<file path="src/rtl/conv_pkg.sv">
// Shared types, default geometry and helpers for the conv output collector.
package conv_pkg;

    localparam int unsigned DEF_DW    = 8;
    localparam int unsigned DEF_CH    = 3;
    localparam int unsigned DEF_IMG_W = 8;
    localparam int unsigned DEF_IMG_H = 8;
    localparam int unsigned DEF_K     = 3;
    localparam int unsigned DEF_DEPTH = 8;

    typedef enum logic [1:0] {
        IDLE  = 2'd0,
        RUN   = 2'd1,
        FLUSH = 2'd2
    } state_t;

    // Number of valid output positions for a frame and a square kernel.
    function automatic int unsigned calc_out_n(input int unsigned img_w,
                                               input int unsigned img_h,
                                               input int unsigned k);
        return (img_w - k + 1) * (img_h - k + 1);
    endfunction

endpackage

</file>
<file path="src/rtl/conv_sync_fifo.sv">
// Synchronous show-ahead FIFO; push and pop may coincide at any occupancy.
module conv_sync_fifo #(
    parameter int unsigned W     = 8,
    parameter int unsigned DEPTH = 8
) (
    input  logic         clk,
    input  logic         rst_n,
    input  logic         push,
    input  logic [W-1:0] wdata,
    input  logic         pop,
    output logic [W-1:0] rdata,
    output logic         full,
    output logic         empty
);

    localparam int unsigned AW   = $clog2(DEPTH);
    localparam int unsigned CNTW = AW + 1;

    logic [W-1:0]    mem [DEPTH];
    logic [AW-1:0]   wr_ptr;
    logic [AW-1:0]   rd_ptr;
    logic [CNTW-1:0] count;
    logic            do_pop;
    logic            do_push;

    assign empty   = (count == '0);
    assign full    = (count == CNTW'(DEPTH));
    assign rdata   = mem[rd_ptr];
    assign do_pop  = pop && !empty;
    assign do_push = push && (!full || do_pop);

    // Storage, pointers and occupancy; reset clears contents so the head reads zero.
    always_ff @(posedge clk) begin
        if (!rst_n) begin
            wr_ptr <= '0;
            rd_ptr <= '0;
            count  <= '0;
            for (int unsigned i = 0; i < DEPTH; i++) begin
                mem[i] <= '0;
            end
        end else begin
            if (do_push) begin
                mem[wr_ptr] <= wdata;
                wr_ptr      <= wr_ptr + AW'(1);
            end
            if (do_pop) begin
                rd_ptr <= rd_ptr + AW'(1);
            end
            if (do_push && !do_pop) begin
                count <= count + CNTW'(1);
            end else if (do_pop && !do_push) begin
                count <= count - CNTW'(1);
            end
        end
    end

endmodule

</file>
<file path="src/rtl/conv_out_collector.sv">
// Tracks raster position of incoming samples and captures channel results at
// valid conv output positions into a FIFO drained by a valid/ready stream.
// Optional macro CONV_OUT_RELU_EN clamps negative channel values to zero before push.
module conv_out_collector
    import conv_pkg::*;
#(
    parameter int unsigned DW    = DEF_DW,
    parameter int unsigned CH    = DEF_CH,
    parameter int unsigned IMG_W = DEF_IMG_W,
    parameter int unsigned IMG_H = DEF_IMG_H,
    parameter int unsigned K     = DEF_K,
    parameter int unsigned DEPTH = DEF_DEPTH
) (
    input  logic                 clk,
    input  logic                 rst_n,
    input  logic                 start,
    input  logic                 in_vld,
    input  logic [CH*DW-1:0]     ans_flat,
    output logic                 out_vld,
    input  logic                 out_rdy,
    output logic [CH*DW-1:0]     out_data,
    output logic                 busy,
    output logic                 frame_done,
    output logic                 ovf,
    output logic [$clog2(calc_out_n(IMG_W, IMG_H, K) + 1)-1:0] out_cnt
);

    localparam int unsigned OUT_N  = calc_out_n(IMG_W, IMG_H, K);
    localparam int unsigned CNT_W  = $clog2(OUT_N + 1);
    localparam int unsigned CW     = $clog2(IMG_W);
    localparam int unsigned RW     = $clog2(IMG_H);
    localparam int unsigned DATA_W = CH * DW;

    state_t            state_q;
    state_t            state_d;
    logic [CW-1:0]     col_q;
    logic [RW-1:0]     row_q;
    logic [DATA_W-1:0] push_data;
    logic              fifo_full;
    logic              fifo_empty;
    logic              pix_vld;
    logic              col_last;
    logic              row_last;
    logic              cap;
    logic              pop;
    logic              push;
    logic              drop;
    logic              frame_end;
    logic              arm;

    assign pix_vld   = (state_q == RUN) && in_vld;
    assign col_last  = (col_q == CW'(IMG_W - 1));
    assign row_last  = (row_q == RW'(IMG_H - 1));
    assign cap       = pix_vld && (row_q >= RW'(K - 1)) && (col_q >= CW'(K - 1));
    assign pop       = out_vld && out_rdy;
    assign push      = cap && (!fifo_full || pop);
    assign drop      = cap && fifo_full && !pop;
    assign frame_end = pix_vld && row_last && col_last;
    assign arm       = (state_q == IDLE) && start;
    assign busy      = (state_q != IDLE);
    assign out_vld   = !fifo_empty;

    // Next-state logic for the frame sequencer.
    always_comb begin
        state_d = state_q;
        case (state_q)
            IDLE:    if (start) state_d = RUN;
            RUN:     if (frame_end) state_d = FLUSH;
            FLUSH:   if (fifo_empty) state_d = IDLE;
            default: state_d = IDLE;
        endcase
    end

    // State register.
    always_ff @(posedge clk) begin
        if (!rst_n) begin
            state_q <= IDLE;
        end else begin
            state_q <= state_d;
        end
    end

    // Raster position, result count, sticky overflow and end-of-frame pulse.
    always_ff @(posedge clk) begin
        if (!rst_n) begin
            col_q      <= '0;
            row_q      <= '0;
            out_cnt    <= '0;
            ovf        <= 1'b0;
            frame_done <= 1'b0;
        end else begin
            frame_done <= (state_q == FLUSH) && fifo_empty;
            if (arm) begin
                col_q   <= '0;
                row_q   <= '0;
                out_cnt <= '0;
                ovf     <= 1'b0;
            end else begin
                if (pix_vld) begin
                    if (col_last) begin
                        col_q <= '0;
                        row_q <= row_q + RW'(1);
                    end else begin
                        col_q <= col_q + CW'(1);
                    end
                end
                if (push) begin
                    out_cnt <= out_cnt + CNT_W'(1);
                end
                if (drop) begin
                    ovf <= 1'b1;
                end
            end
        end
    end

    // Optional per-channel clamp of negative results; pure wiring otherwise.
    always_comb begin
        push_data = ans_flat;
`ifdef CONV_OUT_RELU_EN
        for (int unsigned c = 0; c < CH; c++) begin
            if (ans_flat[c*DW + DW - 1]) begin
                push_data[c*DW +: DW] = '0;
            end
        end
`endif
    end

    conv_sync_fifo #(
        .W     (DATA_W),
        .DEPTH (DEPTH)
    ) u_fifo (
        .clk   (clk),
        .rst_n (rst_n),
        .push  (push),
        .wdata (push_data),
        .pop   (pop),
        .rdata (out_data),
        .full  (fifo_full),
        .empty (fifo_empty)
    );

endmodule

</file>
<file path="config.mk">
export PLATFORM = sky130hd
export DESIGN_NAME = conv_out_collector
export DESIGN_NICKNAME = d
export VERILOG_FILES = /design/src/rtl/conv_pkg.sv /design/src/rtl/conv_sync_fifo.sv /design/src/rtl/conv_out_collector.sv
export SDC_FILE = /design/constraint.sdc
export NUM_CORES = 1
export LEC_CHECK = 0
export CAP_MARGIN = 15
export CORE_MARGIN = 2
export CORE_UTILIZATION = 50
export DETAILED_ROUTE_END_ITERATION = 12
export HOLD_SLACK_MARGIN = 0.1
export PLACE_DENSITY = 0.69
export SKIP_CTS_REPAIR_TIMING = 1
export SYNTH_ARGS = -nofsm -noshare
export SYNTH_HDL_FRONTEND = slang
export SYNTH_SLANG_ARGS = --single-unit
</file>
<file path="constraint.sdc">
create_clock -name clk -period 13.19 [get_ports clk]
set_clock_uncertainty 0.1 [all_clocks]
set_input_delay 3.957 -clock clk [delete_from_list [all_inputs] [get_ports clk]]
set_output_delay 3.957 -clock clk [all_outputs]
set_load 0.05 [all_outputs]
</file>
==> After elaboration in Yosys (flattened, before gate mapping) <==
Memory sizes are Yosys's and may differ from the RTL's. A register that Yosys moved wholly into a read port is not among the register bits.
Cells that the tools add are included.
{ "word_totals": {"ff_bits": 26, "latch_bits": 0, "ram_bits": 192, "romBits": 0, "in_bits": 29, "out_inout_bits": 34, "memories": 1} }
{ "mem_list": {"columns": ["memory", "depth", "width", "rd", "rd_ports_with_merged_regs", "write_ports", "line_no", "source"], "rows": [
  ["u_fifo.mem", 8, 24, 1, 1, 8, "conv_sync_fifo.sv:19", "logic [W-1:0] mem [DEPTH];"]
]} }
{ "classes": {"addsub": 7, "mul": 0, "div": 0, "n_lt_le_gt_ge": 2, "n_eq_ne": 8, "n_shift": 0, "n_mux": 16, "bitwise": 1, "n_reduce_logical": 30} }
{ "op_table": {"columns": ["operator", "count"], "rows": [
  ["two-way mux 24 bit", 1],
  ["OR reduction 24 bit", 1],
  ["logical AND 1 bit", 15],
  ["adder 3 x 1 -> 3 bit, second input constant", 4],
  ["two-way mux 3 bit", 4],
  ["two-way mux 4 bit", 2],
  ["adder 6 x 1 -> 6 bit, second input constant", 1],
  ["equality test 3 bit, second input constant", 2],
  ["greater-or-equal comparator 3 x 2 -> 1 bit, second input constant", 2],
  ["two-way mux 2 bit", 3],
  ["inequality test 2 bit, second input constant", 3],
  ["one-hot mux 2 bit (3 select lines)", 1],
  ["zero test 1 bit", 5],
  ["two-way mux 1 bit", 5],
  ["adder 4 x 1 -> 4 bit, second input constant", 1],
  ["equality test 4 bit, second input constant", 1],
  ["zero test 4 bit", 1],
  ["nonzero test 2 bit", 2],
  ["subtractor 4 x 1 -> 4 bit, second input constant", 1],
  ["AND reduction 3 bit", 1],
  ["equality test 2 x 1 -> 1 bit, second input constant", 1],
  ["equality test 2 bit, second input constant", 1],
  ["zero test 2 bit", 1],
  ["logical OR 1 bit", 2],
  ["other kinds (3)", 3]
]} }

==> Logic depth before layout (Yosys ltp) <==
{ "logic_depth": {"depth_word": 11, "mapped_depth": 14, "depth_no_buf": 13} }

==> Hierarchy <==
A second synthesis with hierarchy kept.
{ "unflattened": {"cells_unflattened": 681, "area_unflattened_um2": 10238.6} }
{ "modules_own_cells": {"columns": ["module", "instances", "cells_per_inst", "area_per_inst_um2"], "rows": [
  ["conv_sync_fifo", 1, 592, 9419.0],
  ["conv_out_collector", 1, 89, 819.5]
]} }

==> Worst setup path before layout <==
No wires, ideal clock.
{ "synth_path": {"path_kind": "input port to flip-flop", "startpoint": "input port in_vld", "endpoint": "memory u_fifo.mem[0][0] (netlist bit), enable pin", "arrival_ns": 7.006, "required_ns": 12.617, "path_slack_ns": 5.611, "stages": 4, "n_path_buf": 1, "cell_sequence": "and3b_1 buf_2 nand3_2 o41ai_1"} }
{ "synth_rtl": {"columns": ["item", "line_no", "source"], "rows": [
  ["start, declared", "conv_out_collector.sv:17", "input logic in_vld,"],
  ["end, declared", "conv_sync_fifo.sv:19", null]
]} }

==> reports/results.ini <==
[synthesis]
synth_area_um2 = 9730
yosysSeqAreaShare_pct = 65.2
synth_area_per_cell_um2 = 14.0
synthArstFlopShare_pct = 0
synth-edff-count = 192
syn_inst = 697
synthMuxAreaShare_pct = 14.5
ys_ff_latch = 221
synthAdderAreaFrac_pct = 1.75
syn_nets = 739
synth-compound-area-share_pct = 2.20
synthSimpleGateAreaFrac_pct = 13.4
synth_top_family_by_area = multiplexers
synth.distinct_cells = 43
synthFlopType = edfxtp_1
yosysWarningCount = 0
synthXorXnorAreaFrac_pct = 0.450

[clock_tree]
cts_root_buf = clkbuf_16
path_clk_slew_ns = 0.05
htree_levels = 1
clkLatencyLatePin_ns = 0.51
cts_tree = yes
clock_sinks = 221
cts_max_path_buffers = 3
cts_made_buffers = 24

[outcome]
status = complete, no violations

[grt]
grtUsageMet3_pct = 3.23
antenna_found_initial = 0
met1_usage_pct = 28.6
grt_pass1_vias = 6244
grt_pass1_wl_mm = 33.5
grt_usage_pct = 21.6
grt_util_met2_pct = 37.2
grt_busiest_layer = met2
grt_overflow = 0
grt_max_degree = 49

[critical_path]
critPathKind = flip-flop to primary output
arrival_ns = 3.21
crit_family = flip-flops
required_ns = 9.13
startpoint_type = flip-flop
crit_path_max_fanout = 48
crit_path_top_delay_cell = dfxtp_4
end_kind = primary output
crit_buf_inv = 1
cp_slowest_stage_delay_ns = 1.01
crit_chain = mux4_2, mux2_2, clkdlybuf4s50_1

[route]
drtIter0Drc = 521
vias = 5979
drc = 0
wirelength_mm = 21.7
dr.pass1.iters = 5
ant_nets = 0
vias_per_cell = 5.77
wl_per_cell_um = 20.9

[job]
drv_cap = 0

[floorplan]
boundaryPins = 63
dieHeight_um = 144
rows = 51
core-area_um2 = 19300
initial_core_util_pct = 50.5
die-area_um2 = 20600
die_w_um = 144

[final_layout]
finalNetCount = 796
final_common_cell = nor2_1
drive_gt1_share_pct = 18.7
area_growth_pct = 17.2
antennaDiodeCount = 0
layout_common_cells = 207 x nor2_1, 192 x edfxtp_1, 62 x clkdlybuf4s50_1

[pwr]
powerDensity_nw_per_um2 = 134
worst_ir_drop_vdd_mv = 0.0930
leakagePower_nw = 3.68

[sta]
slew_violations = 0
finalSetupViolCount = 0
fin_ws_ns = 5.92
min_period_over_period_pct = 55.1
finalSetupTns_ns = 0
max_slew_margin_pct = 30.3
worst_pin_slew_ns = 1.05
final_hold_viol_count = 0
min_period_ns = 7.27
rsz0062_at_grt = false
fmax_ghz = 0.138

[place]
hpwlAfterDp_mm = 12.2
port_buffers = 62
gp_congestion = 0.791
dp_slack_ns = 5.76

[hold_path]
hp-class = flip-flop to flip-flop

## cell usage after synthesis (all sizes together) (2+ instances only)
library cell	n	share of area, %
nand4	11	1.2
nor2	208	8.0
or3	3	0.19
inv	5	0.19
edfxtp	192	59
ha	12	1.5
and3b	2	0.22
nand2b	5	0.32
or4	5	0.39
and2	2	0.13
o31ai	10	0.77
xnor2	2	0.18
nand3b	2	0.19
a31oi	2	0.13
a21oi	12	0.62
nor3	5	0.26
mux2	24	2.8
xor2	3	0.27
o21ai	5	0.26
dfxtp	29	6.0
nor2b	3	0.19
mux4	48	11
mux2i	6	0.62
nand2	42	1.6
clkbuf	12	0.46
nand3	7	0.41
buf	31	1.9
a211oi	2	0.15
## routing by layer
metal,vias to the layer above,routed length (um)
li1,2675,-
met1,3049,8990
met2,225,11000
met3,30,1300
met4,0,416
met5,-,0
## path summary, 6_finish.rpt
| kind | start | endpoint | slack [ns] | cells past startpoint |
|---|---|---|---|---|
| worst max register to register | state_q[0] | u_fifo.count[3] | 9.76 | 10 |
| worst max-delay path | flip-flop | out_data[23] | 5.92 | 3 |
| worst min-delay path | u_fifo.rd_ptr[1] | flip-flop | 0.38 | 2 |
| worst min register to register | u_fifo.rd_ptr[1] | flip-flop | 0.38 | 2 |
## metrics by stage
stage / util, % / total power [mW] / area, um2 / hold slack, ns / instances
finish: 59.2 / 1.52 / 11400 / 0.377 / 1037
global route: 59.2 / 1.56 / 11400 / 0.409 / 1037
CTS: 59.2 / 1.53 / 11400 / 0.382 / 1036
detailed placement: 55.1 / 0.878 / 10600 / 0.362 / 992
global placement: 55.1 / 0.875 / 10600 / 0.355 / 992
floorplan: - / 0.846 / 9730 / 0.349 / 697
## area by class of cell
class / instances / area (um2)
Fill cell: 1518 / 7870
Inverter: 5 / 18.8
Clock buffer: 27 / 612
Sequential cell: 221 / 6350
Tap cell: 265 / 332
Multi-Input combinational cell: 428 / 3210
Timing Repair Buffer: 74 / 708
Clock inverter: 17 / 169
## cell families (layout without fill, tap and decap cells)
kind of cell,Yosys count,count (layout)
flops,221,221
xor+xnor,5,5
fa+ha+maj,13,13
compound gates,34,34
buf+inv,48,123
simple gates,298,298
mux,78,78
## registers in the layout, summed over array words and instances, names as in the netlist, named ones only
register and flops:
row_q 3, state_q 2, u_fifo.mem 192, col_q 3, ovf 1, frame_done 1, u_fifo.wr_ptr 3, u_fifo.rd_ptr 3
out_cnt 6, u_fifo.count 4
## worst reg2reg max path, stage by stage (launching register included)
cell and delay (ns):
dfxtp_1 0.40, and3b_2 0.84, nand3_2 0.40, inv_1 0.25
ha_1 0.20, inv_1 0.10, ha_1 0.34, a21oi_1 0.23
a211oi_1 0.12, a31oi_1 0.19, mux2i_1 0.20
## power breakdown
group	internal (mW)	total [mW]	switching [mW]
Sequential	0.785	0.793	0.00788
Combinational	0.0268	0.0701	0.0433
Clock	0.393	0.660	0.267
Power figures use the tool's default switching activity.
